<file path="src/rtl/fetch_seq_pkg.sv">
// Shared types and defaults for the fetch sequencer.
// Defining FETCH_TIMEOUT_EN adds the FAULT state.
package fetch_seq_pkg;

    localparam int unsigned DEF_TIMEOUT_CYCLES = 16;
    localparam int unsigned DEF_CNT_W          = 16;
    localparam int unsigned TMO_W              = 8;

    typedef enum logic [2:0] {
        IDLE,
        FETCH,
        ISSUE,
        RESOLVE,
        UPDATE
`ifdef FETCH_TIMEOUT_EN
        , FAULT
`endif
    } state_t;

endpackage

</file>
<file path="src/rtl/fetch_sequencer_sat_counter.sv">
// Saturating up-counter with synchronous clear, used for the performance counters.
module sat_counter #(
    parameter int unsigned WIDTH = 16
) (
    input  logic             clk,
    input  logic             rst,
    input  logic             inc,
    input  logic             clear,
    output logic [WIDTH-1:0] count
);

    always_ff @(posedge clk or posedge rst) begin
        if (rst) begin
            count <= '0;
        end else if (clear) begin
            count <= '0;
        end else if (inc && (count != '1)) begin
            count <= count + 1'b1;
        end
    end

endmodule

</file>
<file path="src/rtl/fetch_sequencer.sv">
// Instruction fetch/issue/resolve/update sequencer with performance counters.
// Optional FETCH_TIMEOUT_EN adds a fetch timeout that latches into FAULT until rst.
module fetch_sequencer
    import fetch_seq_pkg::*;
#(
    parameter int unsigned TIMEOUT_CYCLES = DEF_TIMEOUT_CYCLES,
    parameter int unsigned CNT_W          = DEF_CNT_W
) (
    input  logic             clk,
    input  logic             rst,
    input  logic             enable,
    output logic             imem_req,
    input  logic             imem_ack,
    output logic             instr_valid,
    input  logic             instr_ready,
    input  logic             resolve_valid,
    input  logic             resolve_jump,
    input  logic             resolve_taken,
    input  logic             flush,
    output logic             pc_en,
    output logic             pc_jump,
    output logic             pc_branch,
    output logic             fault,
    output logic [CNT_W-1:0] retired_cnt,
    output logic [CNT_W-1:0] stall_cnt
);

    if ((TIMEOUT_CYCLES < 2) || (TIMEOUT_CYCLES > 255)) begin : g_bad_timeout
        $error("TIMEOUT_CYCLES must be within 2..255");
    end

    state_t state;
    state_t state_n;
    logic   cap_jump;
    logic   cap_taken;
    logic   stall_inc;
    logic   retire_inc;

    always_ff @(posedge clk or posedge rst) begin
        if (rst) begin
            state <= IDLE;
        end else begin
            state <= state_n;
        end
    end

`ifdef FETCH_TIMEOUT_EN
    localparam logic [TMO_W-1:0] TMO_LAST = TMO_W'(TIMEOUT_CYCLES - 1);
    logic [TMO_W-1:0] tmo_cnt;

    // Counts consecutive un-acked FETCH cycles; any other cycle restarts it.
    always_ff @(posedge clk or posedge rst) begin
        if (rst) begin
            tmo_cnt <= '0;
        end else if ((state == FETCH) && !imem_ack) begin
            tmo_cnt <= tmo_cnt + 1'b1;
        end else begin
            tmo_cnt <= '0;
        end
    end
`endif

    always_comb begin
        state_n = state;
        unique case (state)
            IDLE: begin
                if (enable) state_n = FETCH;
            end
            FETCH: begin
                if (imem_ack) state_n = ISSUE;
`ifdef FETCH_TIMEOUT_EN
                else if (tmo_cnt == TMO_LAST) state_n = FAULT;
`endif
            end
            ISSUE: begin
                if (flush) state_n = enable ? FETCH : IDLE;
                else if (instr_ready) state_n = RESOLVE;
            end
            RESOLVE: begin
                if (flush) state_n = enable ? FETCH : IDLE;
                else if (resolve_valid) state_n = UPDATE;
            end
            UPDATE: begin
                state_n = enable ? FETCH : IDLE;
            end
`ifdef FETCH_TIMEOUT_EN
            FAULT: begin
                state_n = FAULT;
            end
`endif
            default: begin
                state_n = IDLE;
            end
        endcase
    end

    always_ff @(posedge clk or posedge rst) begin
        if (rst) begin
            cap_jump  <= 1'b0;
            cap_taken <= 1'b0;
        end else if ((state == RESOLVE) && resolve_valid && !flush) begin
            cap_jump  <= resolve_jump;
            cap_taken <= resolve_taken;
        end
    end

    always_comb begin
        imem_req    = 1'b0;
        instr_valid = 1'b0;
        pc_en       = 1'b0;
        pc_jump     = 1'b0;
        pc_branch   = 1'b0;
        fault       = 1'b0;
        unique case (state)
            FETCH:   imem_req    = 1'b1;
            ISSUE:   instr_valid = 1'b1;
            UPDATE: begin
                pc_en     = 1'b1;
                pc_jump   = cap_jump;
                pc_branch = cap_taken && !cap_jump;
            end
`ifdef FETCH_TIMEOUT_EN
            FAULT:   fault       = 1'b1;
`endif
            default: ;
        endcase
    end

    assign stall_inc  = (state == FETCH) && !imem_ack;
    assign retire_inc = (state == UPDATE);

    sat_counter #(
        .WIDTH(CNT_W)
    ) u_retired_cnt (
        .clk  (clk),
        .rst  (rst),
        .inc  (retire_inc),
        .clear(1'b0),
        .count(retired_cnt)
    );

    sat_counter #(
        .WIDTH(CNT_W)
    ) u_stall_cnt (
        .clk  (clk),
        .rst  (rst),
        .inc  (stall_inc),
        .clear(1'b0),
        .count(stall_cnt)
    );

endmodule

</file>
<file path="config.mk">
export PLATFORM = sky130hd
export DESIGN_NAME = fetch_sequencer
export DESIGN_NICKNAME = d
export VERILOG_FILES = /design/src/rtl/fetch_seq_pkg.sv /design/src/rtl/fetch_sequencer_sat_counter.sv /design/src/rtl/fetch_sequencer.sv
export SDC_FILE = /design/constraint.sdc
export NUM_CORES = 1
export LEC_CHECK = 0
export ABC_CLOCK_PERIOD_IN_PS = 2000
export BUFFER_PORTS_ARGS = -buffer_cell sky130_fd_sc_hd__buf_2
export CAP_MARGIN = 15
export CORE_UTILIZATION = 25
export CTS_BUF_LIST = sky130_fd_sc_hd__clkbuf_2
export DETAILED_ROUTE_END_ITERATION = 8
export SLEW_MARGIN = 0
export SYNTH_ARGS = -nofsm -noshare
export SYNTH_HDL_FRONTEND = slang
export SYNTH_SLANG_ARGS = --single-unit
</file>
<file path="constraint.sdc">
create_clock -name clk -period 2 [get_ports clk]
set_input_delay 0.4 -clock clk [delete_from_list [all_inputs] [get_ports clk]]
set_output_delay 0.4 -clock clk [all_outputs]
set_load 0.05 [all_outputs]
</file>
==> metrics.md <==
| Metric | Value |
|---|---|
| Mean Syn Cell Area | 10.3 um^2 |
| Hold violation count in the final report | 0 |
| I/O pins | 47 |
| Longest Clk Path Bufs | 2 |
| First-pass GRT wire length | 7260 um |
| Critical path type | flop to output pin |
| H-tree depth | 2 |
| Worst setup SP type | flop |
| Fin area | 2540 um^2 |
| Synth warn | 0 |
| Yosys top cell area share | 48.1% |
| Antenna-violating nets left | 0 |
| Initial antenna violation count | 0 |
| Global route total overflow | 0 |
| RD Place Congestion | 0.808 |
| Minimum clock period | 2140 ps |
| Failing checks | negative setup slack |
| Clock Latency Late Sink | 400 ps |
| Worst-Margin Slew | 585 ps |
| Part of the cycle the worst path needs | 107% |
| Top cell type by total area after synthesis | dfrtp_1 |
| Pwr Total | 2.31 mW |
| Xor/xnor cell area share of the yosys netlist | 12.3% |
| Cells after synthesis | 187 |
| Via count | 1635 |
| Std-Cell Rows | 31 |
| Setup ws final | -138 ps |
| Register area share after synthesis | 48.1% |
| Data arrival, critical path | 1740 ps |
| Synth Register Bits | 37 |
| Worst min path class | input port to async pin |
| Area growth from synthesis to layout | 31.8% |
| Synth Area in Compound Gates | 6.89% |
| Mapped Area | 1920 um^2 |
| Die width | 89.7 um |
| Die ar. | 8050 um^2 |
| Vias/cell | 4.67 |
| Post-synth cell types | 43 |
| Mux cell area share after synthesis | 2.86% |
| Power Dens Cells | 909 nW/um^2 |
| Cell Area, Placed | 2350 um^2 |
| Count of final setup violators | 2 |
| Largest family of logic cells by synthesized area | simple AND/OR/NAND/NOR gates |
| Peak supply drop | 0.535 mV |
| Fillers | 763 |
| Pin count of the biggest net entering global routing | 38 |
| Commonest non-fill, non-tap cell in the layout | buf_2 |
| Max Freq | 468 MHz |
| Max FO, Critical Path | 3 |
| CTS Sinks | 37 |
| Wire length per cell | 12.4 um |
| Most frequent cells in the layout | buf_2, dfrtp_1, xor2_1 |
| Post-synthesis adder-cell area fraction | 1.30% |
| # port buffers | 45 |
| DRT Pass-1 Iters | 4 |
| RSZ-0062 raised after global routing | true |
| Relative slew slack | 60.7% |
| RR Startpoint | state[1] |
| Diodes inserted | 0 |
| CTS tree | done |
| Finished Core Util | 34.6% |
| DRT iter0 DRCs | 88 |
| Simple-gate portion of the synthesized area | 25.2% |
| Num CTS Buffers | 5 |
| HPWL after DPL | 3100 um |
| CORE AREA | 7330 um^2 |
| Share of layout cells above drive strength 1 | 37.8% |
| Root Driver | clkbuf_2 |
| Static Leak | 1.25 nW |
| CP startpoint | state[1] |
| Mapped Nets | 198 |
| Req. time, crit path | 1600 ps |
| Vias in the first global route | 1515 |
| Nets | 261 |
| Initial core utilization | 26.3% |
| EDFF count, synth | 0 |
| Post-synth top flop | dfrtp_1 |
| Die Y | 89.7 um |
| Global-route usage over all layers | 11.2% |
| WHS | 68.6 ps |
| Total Wirelength | 4350 um |
| Max_cap viols | 0 |
| Clock transition at path regs | 220 ps |
| DRC viols | 0 |
| Clock skew | 23.0 ps |
| Post-Place Setup Slack | -11.2 ps |
| Synth area leaders | dfrtp_1, xor2_1, a21oi_1 |
| Final Max Slew Viols | 0 |
| Crit end category | output pin |
| Post-synth ARST share | 100% |
| Status | finished with violations |
-- report_power, final --
group          leakage, nW  internal [mW]  switching (mW)
logic                0.741          0.348           0.595
registers            0.476          0.869           0.131
clock network       0.0294         0.0884           0.274
-- state kept, by name, indices dropped and copies added, names as in the netlist --
signal,count
cap_jump,1
cap_taken,1
u_retired_cnt.count,16
state,3
u_stall_cnt.count,16
-- metal layers --
metal | up-vias | part of all wire, % | global-route usage, %
li1 | 803 | - | -
met1 | 784 | 47 | 15.0
met2 | 44 | 47 | 16.8
met3 | 4 | 4.8 | 3.05
met4 | 0 | 1.1 | 4.92
met5 | - | 0 | 0
-- cells by family (layout without fill, tap and decap cells) --
| kind of cell | count (synthesis) | in the layout |
|---|---|---|
| xor gates and xnor gates | 27 | 27 |
| muxes | 5 | 5 |
| and+or+nand+nor | 81 | 81 |
| buffers and inverters | 12 | 76 |
| DFF | 37 | 37 |
| other | 1 | 1 |
| AOI/OAI and AO/OA | 22 | 22 |
| adders and majority gates | 2 | 2 |
-- final timing paths --
check | endpoint | slack [ps] | depth (start not counted)
worst max register to register | u_retired_cnt.count[11] | 80 | 5
worst max-delay path | pc_branch | -140 | 4
max in group asynchronous | u_stall_cnt.count[0] | 1560 | 3
worst min-delay path | cap_jump | 70 | 3
worst min register to register | u_retired_cnt.count[12] | 510 | 1
min in group clk | cap_taken | 210 | 2
-- what timing repair did --
action,in CTS,in global routing
cloned,0,1
pin swaps,3,7
resized for setup,8,17
buffers inserted,3,3
endpoints found under the setup margin,5,13
hold buffers,0,0
-- area by class of cell --
type	count	area [um^2]	area share [%]
inverter	6	26.3	1.04
tap	99	124	4.88
multi-input combinational	138	1010	39.9
sequential	37	932	36.8
timing repair buffer	62	397	15.6
clock inverter	3	21.3	0.839
clock buffer	5	25.0	0.987
-- cell usage after synthesis, types with 3 or more instances --
cell type,count
and3_1,3
nor3b_1,4
nand4_1,7
inv_1,6
nor2b_1,3
a31oi_1,3
and2_1,3
nand2_1,11
nor3_1,9
dfrtp_1,37
xor2_1,21
nor4_1,7
nor2_1,5
a21oi_1,13
nand3_1,13
buf_2,3
xnor2_1,6
mux2_2,4
-- per-stage QoR --
stage          std cells  TNS (ps)
2_1_floorplan        187     -88.1
3_3_place_gp         336         0
3_5_place_dp         336     -15.3
4_1_cts              347      -269
5_1_grt              350      -454
6_report             350      -203
-- worst max-delay path, stage by stage, from the launching register on --
cell and delay [ps]:
dfrtp_1 440, or3b_4 430, buf_6 130, nor3b_4 170, buf_6 180
(Power assumes the default switching activity.)
